File: config.mk
export PLATFORM = sky130hd
export DESIGN_NAME = wm_ctrl_multi
export DESIGN_NICKNAME = d
export VERILOG_FILES = /design/src/rtl/wm_pkg.sv /design/src/rtl/wm_tick_gen.sv /design/src/rtl/wm_ctrl_multi.sv
export SDC_FILE = /design/constraint.sdc
export NUM_CORES = 1
export LEC_CHECK = 0
export CORE_UTILIZATION = 45
export CTS_CLUSTER_SIZE = 40
export DETAILED_ROUTE_END_ITERATION = 12
export HOLD_SLACK_MARGIN = 0.15
export PLACE_DENSITY = 0.7
export SETUP_SLACK_MARGIN = 0.5
export SLEW_MARGIN = 20
export SYNTH_ARGS = -nofsm -noshare
export SYNTH_HDL_FRONTEND = slang
export SYNTH_SLANG_ARGS = --single-unit
File: constraint.sdc
create_clock -name clk -period 2.4 [get_ports clk]
set_input_delay 0.36 -clock clk [delete_from_list [all_inputs] [get_ports clk]]
set_output_delay 0.36 -clock clk [all_outputs]
set_load 0.005 [all_outputs]
File: src/rtl/wm_pkg.sv
// Shared definitions for the multi-cycle washing-machine sequencer:
// phase encodings, phase width and the prescaler divide helper.
package wm_pkg;

    localparam int PHASE_W = 3;

    typedef enum logic [PHASE_W-1:0] {
        IDLE  = 3'd0,
        FILL  = 3'd1,
        WASH  = 3'd2,
        RINSE = 3'd3,
        SPIN  = 3'd4,
        DRAIN = 3'd5
    } state_t;

    // Clock cycles per tick for a given prescale select.
    function automatic int unsigned div_value(input int unsigned base_div,
                                              input logic [1:0]  div_sel);
        return base_div << div_sel;
    endfunction

endpackage

File: src/rtl/wm_tick_gen.sv
// Prescaler for the washing-machine sequencer: one-cycle tick every
// (BASE_DIV << div_sel) enabled cycles, restartable through clr.
module wm_tick_gen
    import wm_pkg::*;
#(
    parameter int unsigned BASE_DIV = 1000
) (
    input  logic       clk,
    input  logic       rst,
    input  logic       clr,
    input  logic       en,
    input  logic [1:0] div_sel,
    output logic       tick
);

    localparam int DIV_W = $clog2(BASE_DIV * 8 + 1);

    logic [DIV_W-1:0] count;
    logic [DIV_W-1:0] terminal;

    assign terminal = DIV_W'(div_value(BASE_DIV, div_sel) - 1);
    assign tick     = en && (count == terminal);

    // clr wins over en so every phase starts from a fresh tick period.
    always_ff @(posedge clk or negedge rst) begin
        if (!rst) begin
            count <= '0;
        end else if (clr) begin
            count <= '0;
        end else if (en) begin
            count <= (count == terminal) ? '0 : count + 1'b1;
        end
    end

endmodule

File: src/rtl/wm_ctrl_multi.sv
// Washing-machine sequencer IDLE -> FILL -> (WASH -> RINSE) x N -> SPIN -> IDLE
// with pause and abort. Define WM_DRAIN_PHASE_EN to add a DRAIN phase.
module wm_ctrl_multi
    import wm_pkg::*;
#(
    parameter int BASE_DIV    = 1000,
    parameter int FILL_TICKS  = 2,
    parameter int WASH_TICKS  = 5,
    parameter int RINSE_TICKS = 2,
    parameter int SPIN_TICKS  = 1,
    parameter int MAX_CYCLES  = 4,
    parameter int CNT_W       = 16
`ifdef WM_DRAIN_PHASE_EN
    ,
    parameter int DRAIN_TICKS = 1
`endif
) (
    input  logic                                               clk,
    input  logic                                               rst,
    input  logic [1:0]                                         clk_freq,
    input  logic                                               coin_in,
    input  logic [$clog2(MAX_CYCLES+1)-1:0]                    wash_cycles,
    input  logic                                               timer_pause,
    input  logic                                               abort,
    output logic [PHASE_W-1:0]                                 phase,
    output logic                                               wash_done,
    output logic                                               busy,
    output logic                                               paused,
    output logic                                               done_pulse,
    output logic [((MAX_CYCLES > 1) ? $clog2(MAX_CYCLES) : 1)-1:0] cycle_idx
);

    localparam int WC_W  = $clog2(MAX_CYCLES + 1);
    localparam int IDX_W = (MAX_CYCLES > 1) ? $clog2(MAX_CYCLES) : 1;

    state_t           state;
    state_t           state_next;
    logic [CNT_W-1:0] phase_cnt;
    logic [CNT_W-1:0] phase_len;
    logic [WC_W-1:0]  target;
    logic [1:0]       div_sel;
    logic             tick;
    logic             phase_last;
    logic             abort_ok;
    logic             more_cycles;
    logic             tick_clr;
    logic             tick_en;
`ifdef WM_DRAIN_PHASE_EN
    logic             drain_abort;
`endif

    assign phase     = state;
    assign wash_done = (state == IDLE);
    assign busy      = (state != IDLE);

    assign tick_en  = (state != IDLE) && !timer_pause;
    assign tick_clr = (state == IDLE) || (state_next != state);

    wm_tick_gen #(
        .BASE_DIV (BASE_DIV)
    ) u_tick_gen (
        .clk     (clk),
        .rst     (rst),
        .clr     (tick_clr),
        .en      (tick_en),
        .div_sel (div_sel),
        .tick    (tick)
    );

    always_comb begin
        phase_len = CNT_W'(1);
        case (state)
            FILL:    phase_len = CNT_W'(FILL_TICKS);
            WASH:    phase_len = CNT_W'(WASH_TICKS);
            RINSE:   phase_len = CNT_W'(RINSE_TICKS);
            SPIN:    phase_len = CNT_W'(SPIN_TICKS);
`ifdef WM_DRAIN_PHASE_EN
            DRAIN:   phase_len = CNT_W'(DRAIN_TICKS);
`endif
            default: phase_len = CNT_W'(1);
        endcase
    end

    assign phase_last  = tick && (phase_cnt == phase_len - CNT_W'(1));
    assign more_cycles = (32'(cycle_idx) + 32'd1) < 32'(target);

`ifdef WM_DRAIN_PHASE_EN
    // A drain already in progress must finish even if abort is held.
    assign abort_ok = abort && (state != IDLE) && (state != DRAIN);
`else
    assign abort_ok = abort && (state != IDLE);
`endif

    // Priority in active phases: abort, then pause, then phase-end tick.
    always_comb begin
        state_next = state;
        if (state == IDLE) begin
            if (coin_in) state_next = FILL;
        end else if (abort_ok) begin
`ifdef WM_DRAIN_PHASE_EN
            state_next = (state == SPIN) ? IDLE : DRAIN;
`else
            state_next = IDLE;
`endif
        end else if (!timer_pause && phase_last) begin
            case (state)
                FILL:    state_next = WASH;
                WASH:    state_next = RINSE;
`ifdef WM_DRAIN_PHASE_EN
                RINSE:   state_next = more_cycles ? WASH : DRAIN;
                DRAIN:   state_next = drain_abort ? IDLE : SPIN;
`else
                RINSE:   state_next = more_cycles ? WASH : SPIN;
`endif
                SPIN:    state_next = IDLE;
                default: state_next = IDLE;
            endcase
        end
    end

    always_ff @(posedge clk or negedge rst) begin
        if (!rst) state <= IDLE;
        else      state <= state_next;
    end

    // Phase counter restarts on every phase entry, like the prescaler.
    always_ff @(posedge clk or negedge rst) begin
        if (!rst) begin
            phase_cnt <= '0;
        end else if (tick_clr) begin
            phase_cnt <= '0;
        end else if (tick) begin
            phase_cnt <= phase_cnt + 1'b1;
        end
    end

    always_ff @(posedge clk or negedge rst) begin
        if (!rst) begin
            cycle_idx <= '0;
        end else if (state_next == IDLE || abort_ok) begin
            cycle_idx <= '0;
        end else if (state == RINSE && state_next == WASH) begin
            cycle_idx <= cycle_idx + IDX_W'(1);
        end
    end

    // Program settings are frozen at the coin edge for the whole run.
    always_ff @(posedge clk or negedge rst) begin
        if (!rst) begin
            target  <= '0;
            div_sel <= '0;
        end else if (state == IDLE && coin_in) begin
            div_sel <= clk_freq;
            if (wash_cycles == '0)
                target <= WC_W'(1);
            else if (32'(wash_cycles) > 32'(MAX_CYCLES))
                target <= WC_W'(MAX_CYCLES);
            else
                target <= wash_cycles;
        end
    end

    always_ff @(posedge clk or negedge rst) begin
        if (!rst) begin
            done_pulse <= 1'b0;
            paused     <= 1'b0;
        end else begin
            done_pulse <= (state == SPIN) && (state_next == IDLE) && !abort_ok;
            paused     <= (state != IDLE) && (state_next != IDLE) && timer_pause;
        end
    end

`ifdef WM_DRAIN_PHASE_EN
    always_ff @(posedge clk or negedge rst) begin
        if (!rst) begin
            drain_abort <= 1'b0;
        end else if (state_next == IDLE) begin
            drain_abort <= 1'b0;
        end else if (abort_ok && state != SPIN) begin
            drain_abort <= 1'b1;
        end
    end
`endif

endmodule

# --- Word level (Yosys, flattened, before mapping) ---
# Cells that the tools add are included.
# Widths: inputs -> output; s select.
totals:
  reg_bits: 41
  inputBits: 10
  output_inout_bits: 9
  elab_cells: 65
op_classes:
  n_addsub: 6
  n_lt_le_gt_ge: 2
  n_eq_ne: 8
  shift: 1
  n_mux: 16
  n_reduce_logical: 24
ops:
  columns: ["op", "count"]
  rows:
  - ["$mux 13", 3]
  - ["$mux 16", 2]
  - ["$mux 3", 7]
  - ["$add 16x1->16 const B", 1]
  - ["$eq 16x16->1", 1]
  - ["$sub 16x1->16 const B", 1]
  - ["$add 13x1->13 const B", 1]
  - ["$eq 13x13->1", 1]
  - ["$shl 10x2->13 const A", 1]
  - ["$sub 13x1->13 const B", 1]
  - ["$logic_and 1x1->1", 11]
  - ["$eq 3x2->1 const B", 3]
  - ["$logic_not 3->1", 3]
  - ["$pmux 3 s3", 1]
  - ["$pmux 3 s2", 1]
  - ["$reduce_bool 2->1", 3]
  - ["$reduce_bool 3->1", 2]
  - ["$mux 2", 2]
  - ["$add 2x1->3 const B", 1]
  - ["$eq 3x1->1 const B", 1]
  - ["$eq 3x3->1 const B", 1]
  - ["$gt 3x3->1 const B", 1]
  - ["$lt 3x3->1", 1]
  - ["$ne 3x3->1", 1]
  - ["4 further kinds", 6]

# --- Logic depth before layout (Yosys ltp) ---
# Gate-level depths: netlist of the first run.
depth:
  ltp_word: 14
  mapped_depth: 11
  ltp_nobuf: 8

# --- By module ---
# A second synthesis of the first run with hierarchy kept.
unflattened:
  hier_cells: 243
  hier_area_um2: 2358.5
by_module_without_submodules:
  columns: ["mod", "instances", "cells_per_inst", "area_each_um2", "seq_area_each_um2"]
  rows:
  - ["wm_ctrl_multi", 1, 157, 1559.0, 700.7]
  - ["wm_tick_gen", 1, 86, 799.5, 325.3]

# --- Worst setup path after synthesis of the first run ---
# OpenSTA, ideal clock, no wires.
synth_timing:
  path_type: "flip-flop to flip-flop"
  start: "register div_sel[1]"
  end: "register cycle_idx[1] (netlist bit)"
  setup_ps: 80
  arrival_ps: 2345
  required_ps: 2320
  slack_ps: -25
  path_stages_with_launch: 7
  n_path_buf: 0
  synth_period_minus_slack_ps: 2425
  path_cell_list: "dfrtp_1 > or4b_4 > a211o_1 > nor3_4 > a211oi_2 > or4b_4 > o211ai_2"
synth_via:
  elab_chain_cells: 12
  word_cells_on_any_way: 15
  cone_classes: "add/sub: 1; eq/ne: 2; shift: 1; mux: 4; reduce/logical: 7"
synth_rtl:
  columns: ["item", "line_no", "rtl"]
  rows:
  - ["from (decl)", "wm_ctrl_multi.sv:41", "logic [1:0] div_sel;"]
  - ["from (signal assigned)", "wm_ctrl_multi.sv:153", "div_sel <= clk_freq;"]
  - ["$shl 10x2->13 *", "wm_pkg.sv:19", "return base_div << div_sel;"]
  - ["$sub 13x1->13 *", "wm_tick_gen.sv:21", "assign terminal = DIV_W'(div_value(BASE_DIV, div_sel) - 1);"]
  - ["$eq 13x13->1 *", "wm_tick_gen.sv:22", "assign tick = en && (count == terminal);"]
  - ["$logic_and 1x1->1 *", "wm_tick_gen.sv:22", null]
  - ["$logic_and 1x1->1 *", "wm_ctrl_multi.sv:84", "assign phase_last = tick && (phase_cnt == phase_len - CNT_W'(1));"]
  - ["$logic_and 1x1->1 *", "wm_ctrl_multi.sv:105", "end else if (!timer_pause && phase_last) begin"]
  - ["$mux 3 *", "wm_ctrl_multi.sv:105", null]
  - ["$mux 3 *", "wm_ctrl_multi.sv:99", "end else if (abort_ok) begin"]
  - ["$mux 3 *", "wm_ctrl_multi.sv:97", "if (state == IDLE) begin"]
  - ["$eq 3x2->1 or $logic_not 3->1 (tied branches)", "wm_ctrl_multi.sv:142, wm_ctrl_multi.sv:140", null]
  - ["$logic_and 1x1->1 or $logic_or 1x1->1 (tied branches)", "wm_ctrl_multi.sv:142, wm_ctrl_multi.sv:140", null]
  - ["$reduce_bool 2->1 (no line) or $mux 2 (tied branches)", null, null]
  - ["to (signal assigned)", "wm_ctrl_multi.sv:143", "cycle_idx <= cycle_idx + IDX_W'(1);"]
  - ["to (decl)", "wm_ctrl_multi.sv:30", "output logic [((MAX_CYCLES > 1) ? $clog2(MAX_CYCLES) : 1)-1:0] cycle_idx"]
# Every way passes the cells marked *; elsewhere a longest branch is shown, timed or not.
# A chain may end at the register's enable or synchronous reset.

# --- Final worst setup path of the first run ---
layout_timing:
  start: "register u_tick_gen.count[11]"
  end: "register cycle_idx[1] (netlist bit)"
layout_via:
  elab_chain_cells: 10
  word_cells_on_any_way: 13
  cone_classes: "eq/ne: 2; mux: 4; reduce/logical: 7"
layout_rtl:
  columns: ["item", "line_no", "rtl"]
  rows:
  - ["from (decl)", "wm_tick_gen.sv:18", "logic [DIV_W-1:0] count;"]
  - ["from (signal assigned)", "wm_tick_gen.sv:31", "count <= (count == terminal) ? '0 : count + 1'b1;"]
  - ["$eq 13x13->1 *", "wm_tick_gen.sv:22", null]
  - ["$logic_and 1x1->1 *", "wm_tick_gen.sv:22", null]
  - ["$logic_and 1x1->1 *", "wm_ctrl_multi.sv:84", null]
  - ["$logic_and 1x1->1 *", "wm_ctrl_multi.sv:105", null]
  - ["$mux 3 *", "wm_ctrl_multi.sv:105", null]
  - ["$mux 3 *", "wm_ctrl_multi.sv:99", null]
  - ["$mux 3 *", "wm_ctrl_multi.sv:97", null]
  - ["$eq 3x2->1 or $logic_not 3->1 (tied branches)", "wm_ctrl_multi.sv:142, wm_ctrl_multi.sv:140", null]
  - ["$logic_and 1x1->1 or $logic_or 1x1->1 (tied branches)", "wm_ctrl_multi.sv:142, wm_ctrl_multi.sv:140", null]
  - ["$reduce_bool 2->1 (no line) or $mux 2 (tied branches)", null, null]
# Marked as above.

==> impl_metrics.yaml, run 1 <==
status:
  outcome: "finished, violations left"
  violations: "negative setup slack"
routing:
  drc: 0
  wl_per_cell_um: 17.1
  wl_um: 6700
  drt.antenna.violating_nets: 0
  vias: 2209
  drt_iter0_markers: 108
  first_pass_iters: 4
  avgViaCountPerCell: 5.64
clock_network:
  htreeDepth: 2
  clk_latency_ns: 0.29
  cts_tree: "yes"
  cts_buffer_depth: 2
  cts.reportedPaths.clkPinSlew_ns: 0.08
  clockRootBuffer: "clkbuf_8"
  numCtsBuffers: 5
  cts.sinks: 41
grt:
  grt_pass1_wl_um: 9200
  first_global_vias: 2008
  antenna_found_initial: 0
  grt_max_degree: 42
  global_route.overflow_total: 0
  grt_usage_pct: 21.6
sta:
  final-setup-viol-count: 23
  skew_ns: 0.00595
  rsz0062_at_grt: "yes"
  finalCritPeriodShare_pct: 104
  timing.slew.headroom_pct: 39.4
  hold-worst-slack_ns: 0.189
  slew_violations: 0
  max_clock_freq_mhz: 402
  tightest_slew_ns: 0.909
  min_period_ns: 2.49
  hold_violations: 0
  layout_setup_ws_ns: -0.0883
power:
  power.share.combinational_pct: 26.0
  p_per_area_nw_per_um2: 483
  clkPwrFrac_pct: 33.1
  switchingPower_w: 0.000496
  p_int_w: 0.00129
  sequentialPowerShare_pct: 40.9
  leakagePower_nw: 1.55
  ir_worst_vdd_v: 0.000412
  swShare_pct: 27.8
floorplan:
  die_y_um: 75.7
  dieArea_um2: 5720
  ios: 19
  initial_utilization_pct: 47.2
  die_w_um: 75.7
  core_area_um2: 5170
  num_rows: 26
worst_setup_path:
  arrival_ns: 2.70
  start_kind: "register"
  criticalPathCategory: "reg -> reg"
  crit_fanout: 4
  endpoint_kind: "register"
  worstPathRequired_ns: 2.62
synthesis:
  synthFlopType: "dfrtp_1"
  syn_nets: 271
  avgSynthCellArea_um2: 9.65
  syn-cell-area_um2: 2440
  netlist_top_cells_area: "dfrtp_1, xor2_1, nor2_1"
  synth_seq_area_share_pct: 42.0
  synth_top_area_share_pct: 42.0
  ys_warn_count: 0
  synth_enable_flop_cells: 0
  async_reset_ff_share_pct: 100
  synth-seq-cells: 41
  netlist.top_cell.by_area: "dfrtp_1"
  syn_inst: 253
  synthDistinctLibCells: 53
placed_design:
  port_buffers: 18
  placed_cells: 355
  hpwl_um: 3680
  place_congestion: 0.876
  pre_cts_slack_ns: -0.0594
min_path:
  hold_path_class: "in -> async"
final_layout:
  drive_above_1_share_pct: 41.3
  diodes: 0
  final_cells: 392
  fillCellCount: 314
  area_growth_pct: 51.3
  final_nets: 339
  layout_common_cells: "dfrtp_1, buf_4, nand2_1"
  final_common_cell: "dfrtp_1"
run:
  max_cap_violations: 0
-- synth_stat cells (7+ instances only) --
cell type	instances
dfrtp_1	41
nor2_1	33
nand2_1	23
xor2_1	16
xnor2_1	14
inv_1	11
nand4_1	11
nand3_1	9
o21ai_0	9
ha_1	8
nor3_1	7
nor4_1	7
-- metal layers --
layer | share of wire [%] | wire length [µm] | track usage (%) | vias to the layer above
li1 | - | - | - | 1031
met1 | 42 | 2820 | 28.0 | 1083
met2 | 51 | 3440 | 36.1 | 75
met3 | 3.8 | 254 | 4.23 | 20
met4 | 2.8 | 187 | 7.82 | 0
met5 | 0 | 0 | 0 | -
-- critical path, stage by stage, from the launching register on --
cell,delay (ns)
dfrtp_1,0.39
or4b_4,0.54
a211o_1,0.36
nor3_4,0.31
a211oi_2,0.14
or4b_4,0.51
o211ai_2,0.16
-- final cells by class --
class,instances,area (µm²),share of cell area [%]
Multi-Input combinational cell,190,1700,46.0
Sequential cell,41,1030,27.8
Timing Repair Buffer,72,716,19.4
Tap cell,70,87.6,2.37
Clock buffer,6,82.6,2.24
Inverter,11,46.3,1.25
Clock inverter,2,37.5,1.02
-- logic make-up (layout without fill, tap and decap cells) --
logic type	after synthesis	count (layout)	synth area share (%)
buffers and inverters	22	91	5.95
muxes	2	2	0.820
DFF	41	41	42.0
AOI/OAI and AO/OA	35	35	11.3
adders and majority gates	8	8	4.10
and+or+nand+nor	115	115	25.0
xor gates and xnor gates	30	30	10.8
-- final timing paths --
kind / startpoint / endpoint / slack, ns / cells after the start
worst max register to register: u_tick_gen.count[11]$_DFFE_PN0P_ / cycle_idx[1]$_DFFE_PN0P_ / -0.09 / 6
worst min-delay path: rst / cycle_idx[0]$_DFFE_PN0P_ / 0.19 / 1
worst min register to register: target[0]$_DFFE_PN0P_ / target[0]$_DFFE_PN0P_ / 0.52 / 2
min in group clk: target[0]$_DFFE_PN0P_ / target[0]$_DFFE_PN0P_ / 0.52 / 2
worst max-delay path: u_tick_gen.count[11]$_DFFE_PN0P_ / cycle_idx[1]$_DFFE_PN0P_ / -0.09 / 6
max in group asynchronous: rst / phase_cnt[9]$_DFFE_PN0P_ / 1.64 / 1
-- per-stage QoR --
step                      cell area (µm²)  power, W  util, %  setup TNS, ns
after floorplan                      2470  0.000901        -              0
after global placement               2820   0.00100     54.5              0
after detailed placement             2820   0.00101     54.5         -0.110
after CTS                            3350   0.00167     64.8         -0.105
after global routing                 3690   0.00185     71.4          -2.98
final                                3690   0.00178     71.4          -1.12
-- state kept, by name, indices dropped and copies added (netlist names) --
name and cells:
paused 1, done_pulse 1, phase_cnt 16, u_tick_gen.count 13, phase 3, div_sel 2
target 3, cycle_idx 2
-- power by group through the flow --
stage	clock [W]	combinational, W	sequential (W)
after floorplan	0	0.000160	0.000741
after global placement	0	0.000260	0.000742
after detailed placement	0	0.000262	0.000743
after CTS	0.000599	0.000345	0.000729
after global routing	0.000618	0.000498	0.000732
final	0.000590	0.000464	0.000729
-- what timing repair did --
action / 4_1_cts / 5_1_grt
buffers inserted: 12 / 13
cloned: 0 / 4
hold buffers: 0 / 0
endpoints found under the setup margin: 38 / 37
pin swaps: 11 / 39
resized for setup: 72 / 37
(Power assumes the default switching activity.)
==> inputs of run 2 (changes only) <==
- clock period: 2.4 -> 2.2 ns (I/O delays scaled with it)
==> run 2 against run 1 <==
The flow still finishes with violations (negative setup slack); clock skew rose by 0.00096 ns; clock power rose by 0.7%; utilization rose by 2.6 points; largest cell class unchanged; highest routed layer unchanged.
==> impl_metrics.yaml, run 2 (synthesis gave the netlist of run 1 again) <==
status:
  outcome: "finished, violations left"
  violations: "negative setup slack"
floorplan:
  die_y_um: 75.7
  ios: 19
  initial_utilization_pct: 47.2
  core_area_um2: 5170
  die_w_um: 75.7
  dieArea_um2: 5720
  num_rows: 26
run:
  max_cap_violations: 0
placed_design:
  hpwl_um: 3880
  place_congestion: 0.804
  placedInstanceArea_um2: 2960
  placed_cells: 373
  port_buffers: 18
sta:
  max_clock_freq_mhz: 404
  skew_ns: 0.00690
  tightest_slew_ns: 0.522
  finalCritPeriodShare_pct: 113
  final-setup-viol-count: 36
  slew_violations: 0
  rsz0062_at_grt: "yes"
  fin_setup_tns_ns: -6.18
  hold_violations: 0
  min_period_ns: 2.48
  layout_setup_ws_ns: -0.277
  timing.slew.headroom_pct: 65.2
final_layout:
  area_growth_pct: 56.8
  final_util_pct: 74.0
  final_cells: 410
  largestRegisters: "phase_cnt: 16 flops, u_tick_gen.count: 13 flops"
  diodes: 0
  largest-register: "phase_cnt"
  largest_reg_flops: 16
  final_common_cell: "buf_4"
  finalInstanceArea_um2: 3830
  final_nets: 358
  drive_above_1_share_pct: 45.0
  layout_common_cells: "buf_4, dfrtp_1, nand2_1"
grt:
  antenna_found_initial: 0
  first_global_vias: 2289
  global_route.overflow_total: 0
  grt_pass1_wl_um: 10900
  grt_max_degree: 42
  grt_usage_pct: 26.3
clock_network:
  clockRootBuffer: "clkbuf_8"
  cts_buffer_depth: 2
  htreeDepth: 2
  clk_latency_ns: 0.29
  cts.sinks: 41
  cts.reportedPaths.clkPinSlew_ns: 0.08
  cts_tree: "yes"
  numCtsBuffers: 5
power:
  p_int_w: 0.00140
  swShare_pct: 27.6
  sequentialPowerShare_pct: 41.2
  ir_worst_vdd_v: 0.000368
  leakagePower_nw: 1.64
  clkPwrFrac_pct: 30.7
  p_per_area_nw_per_um2: 506
  p_total_w: 0.00194
  power.share.combinational_pct: 28.1
  switchingPower_w: 0.000534
routing:
  avgViaCountPerCell: 5.81
  vias: 2381
  wl_per_cell_um: 18.4
  drt_iter0_markers: 156
  first_pass_iters: 5
  drt.antenna.violating_nets: 0
  drc: 0
  wl_um: 7530
worst_setup_path:
  worstPathRequired_ns: 2.38
  start_kind: "register"
  crit_fanout: 5
  endpoint_kind: "register"
  criticalPathCategory: "reg -> reg"
  arrival_ns: 2.66
min_path:
  hold_path_class: "reg -> reg"
-- run 2: changes by cell type in the layout (fill, tap and decap cells not counted), sizes merged, moves of 2 or more --
cell	delta
dlygate4sd2	+2
clkbuf	-5
buf	+22
clkdlybuf4s50	-4
dlymetal6s2s	+2
-- run 2: worst paths after layout --
kind | to | slack [ns] | startpoint | depth (start not counted)
worst min register to register | target[0]$_DFFE_PN0P_ | 0.54 | target[0]$_DFFE_PN0P_ | 2
worst min-delay path | target[0]$_DFFE_PN0P_ | 0.54 | target[0]$_DFFE_PN0P_ | 2
worst max-delay path | phase_cnt[4]$_DFFE_PN0P_ | -0.28 | u_tick_gen.count[11]$_DFFE_PN0P_ | 9
max in group asynchronous | u_tick_gen.count[1]$_DFFE_PN0P_ | 1.21 | rst | 3
worst max register to register | phase_cnt[4]$_DFFE_PN0P_ | -0.28 | u_tick_gen.count[11]$_DFFE_PN0P_ | 9
min in group asynchronous | cycle_idx[1]$_DFFE_PN0P_ | 0.62 | rst | 3
-- run 2: per-layer routing --
metal  share of wire [%]  vias to the layer above  GRT usage [%]  routed length [µm]
met5                   0                        -              0                   0
met4                 4.0                        0           10.7                 303
met3                 5.5                       28           3.70                 411
met2                  52                      104           47.1                3900
met1                  39                     1177           31.8                2910
li1                    -                     1072              -                   -
-- run 2: final cells by class --
cell class,instances,area (µm²)
sequential,41,1030
clock buffer,5,68.8
timing repair buffer,91,930
fill,291,1350
multi-input combinational,190,1630
clock inverter,2,35.0
inverter,11,46.3
tap,70,87.6
-- run 2: stage by stage --
step	setup slack (ns)	hold WS, ns
after floorplan	-0.166	0.0344
after global placement	-0.170	0.422
after detailed placement	-0.233	0.429
after CTS	-0.209	0.532
after global routing	-0.367	0.597
final	-0.277	0.545
-- run 2: what timing repair did --
item                                    4_1_cts  5_1_grt
endpoints found under the setup margin       39       42
endpoints found under the hold margin        41        0
pin swaps                                    22       20
gates cloned                                  5        0
setup buffers                                20        4
gates resized for setup                      72       43
hold buffers                                  1        0
-- run 2: worst max-delay path, stage by stage (launching register included) --
cell and delay (ns):
dfrtp_1 0.38, or4b_4 0.54, a211o_1 0.33, nor3_4 0.27
buf_6 0.14, buf_6 0.10, buf_6 0.12, nand4_1 0.17
xor2_1 0.24, nor2_1 0.07
-- run 2: power groups by stage --
stage	Clock [W]	Combinational, W	Sequential [W]
global placement	0	0.000305	0.000807
detailed placement	0	0.000311	0.000808
finish	0.000594	0.000544	0.000797
floorplan	0	0.000175	0.000808
CTS	0.000595	0.000463	0.000793
global route	0.000630	0.000580	0.000800
==> inputs of run 3 (changes only) <==
- CAP_MARGIN: default -> 20
- PLACE_DENSITY: 0.7 -> 0.67
- clock period: 2.2 -> 3 ns (I/O delays scaled with it)
==> run 3 against run 2 <==
The flow now finishes without violations; worst hold slack worse by 0.26 ns; largest power group unchanged; combinational power down 64%; critical endpoint is now cycle_idx[1]$_DFFE_PN0P_; via count down 19%; global-route usage down 7.4 points; clock skew up 0.0014 ns; critical path depth down 3; utilization down 19 points; count of clock-buffer cells in the layout unchanged; clock power down 12%; cell area down 25%; sequential share of layout area up 9.0 points; flip-flop and latch count unchanged.
==> impl_metrics.yaml, run 3 (synthesis gave the netlist of run 1 again) <==
status:
  outcome: "finished, final reports clean"
floorplan:
  initial_utilization_pct: 47.2
  die_w_um: 75.7
  ios: 19
  dieArea_um2: 5720
  core_area_um2: 5170
  num_rows: 26
  die_y_um: 75.7
power:
  ir_worst_vdd_v: 0.000247
  p_per_area_nw_per_um2: 454
  p_total_w: 0.00130
  leakagePower_nw: 1.20
final_layout:
  area_growth_pct: 17.5
  largestRegisters: "phase_cnt: 16 flops, u_tick_gen.count: 13 flops"
  final_nets: 298
  fillCellCount: 453
  largest_reg_flops: 16
  largest-register: "phase_cnt"
  final_common_cell: "dfrtp_1"
  diodes: 0
  layout_common_cells: "dfrtp_1, nor2_1, nand2_1"
  drive_above_1_share_pct: 15.7
grt:
  grt_usage_pct: 18.9
  antenna_found_initial: 0
  grt_max_degree: 42
  grt_pass1_wl_um: 8020
  global_route.overflow_total: 0
  first_global_vias: 1763
worst_setup_path:
  crit_fanout: 6
  criticalPathCategory: "reg -> reg"
  arrival_ns: 2.74
  worstPathRequired_ns: 3.22
  endpoint_kind: "register"
  start_kind: "register"
clock_network:
  cts_buffer_depth: 2
  cts.reportedPaths.clkPinSlew_ns: 0.08
  cts_tree: "yes"
  clockRootBuffer: "clkbuf_8"
  htreeDepth: 2
  holdBufCountCts: 0
  clk_latency_ns: 0.30
  cts.sinks: 41
  numCtsBuffers: 5
placed_design:
  place_congestion: 0.813
  pre_cts_slack_ns: 0.153
  hpwl_um: 3450
  port_buffers: 18
routing:
  avgViaCountPerCell: 5.48
  wl_um: 4890
  first_pass_iters: 4
  drt.antenna.violating_nets: 0
  drt_iter0_markers: 62
  drc: 0
  wl_per_cell_um: 13.9
  vias: 1924
sta:
  final-setup-viol-count: 0
  timing.slew.headroom_pct: 39.6
  slew_violations: 0
  min_period_ns: 2.52
  fin_setup_tns_ns: 0
  layout_setup_ws_ns: 0.479
  hold_violations: 0
  finalCritPeriodShare_pct: 84.0
  tightest_slew_ns: 0.906
  rsz0062_at_grt: "yes"
  max_clock_freq_mhz: 397
  skew_ns: 0.00833
min_path:
  hold_path_class: "in -> async"
run:
  max_cap_violations: 0
## run 3: cell types whose count changed in the layout (fill, tap and decap cells not counted), sizes merged
cell           change
dlygate4sd2        -2
clkdlybuf4s50      +6
dlygate4sd3        -1
buf               -61
bufinv             +1
dlymetal6s2s       -2
## run 3: final timing paths
check / startpoint / to / slack (ns) / depth (start not counted)
hold reg to reg: target[0]$_DFFE_PN0P_ / target[0]$_DFFE_PN0P_ / 0.49 / 2
max in group asynchronous: rst / phase_cnt[13]$_DFFE_PN0P_ / 2.16 / 1
setup reg to reg: div_sel[1]$_DFFE_PN0P_ / cycle_idx[1]$_DFFE_PN0P_ / 0.48 / 6
min in group clk: target[0]$_DFFE_PN0P_ / target[0]$_DFFE_PN0P_ / 0.49 / 2
hold / removal: rst / target[2]$_DFFE_PN0P_ / 0.28 / 1
setup / recovery: div_sel[1]$_DFFE_PN0P_ / cycle_idx[1]$_DFFE_PN0P_ / 0.48 / 6
## run 3: area by class of cell
class	count	area, µm²	share of cell area, %
multi-input combinational	190	1310	45.5
inverter	11	41.3	1.44
sequential	41	1030	35.8
timing repair buffer	31	273	9.51
clock buffer	5	68.8	2.40
clock inverter	3	65.1	2.27
tap	70	87.6	3.05
## run 3: layer usage
layer,global-route usage [%],routed length (µm)
met3,3.70,128
met1,24.6,2300
met4,7.20,27
met5,0,0
met2,31.3,2430
## run 3: critical path: stages, from the launching register on
cell and delay, ns:
dfrtp_1 0.44, or4b_4 0.56, a211o_1 0.33, nor3_4 0.30, a211oi_4 0.13, or4b_4 0.56, o211ai_2 0.14
## run 3: repair_timing
item / 4_1_cts / 5_1_grt
endpoints found under the hold margin: 0 / 0
setup buffers: 6 / 3
pin swaps: 5 / 2
gates resized for setup: 3 / 7
endpoints found under the setup margin: 33 / 32
## run 3: report_power, final
| part | leakage, nW | internal, W | switching (W) |
|---|---|---|---|
| registers | 0.563 | 0.000570 | 0.0000128 |
| clock network | 0.0681 | 0.000331 | 0.000194 |
| logic | 0.565 | 0.0000835 | 0.000111 |
| total | 1.20 | 0.000985 | 0.000318 |
## run 3: metrics by stage
stage / hold WS [ns] / cells / util [%] / cell area (µm²)
2_1_floorplan: 0.154 / 253 / - / 2440
4_1_cts: 0.311 / 348 / 54.5 / 2820
6_report: 0.282 / 351 / 55.4 / 2870
5_1_grt: 0.368 / 351 / 55.4 / 2870
3_5_place_dp: 0.476 / 334 / 50.8 / 2630
3_3_place_gp: 0.470 / 334 / 50.8 / 2630
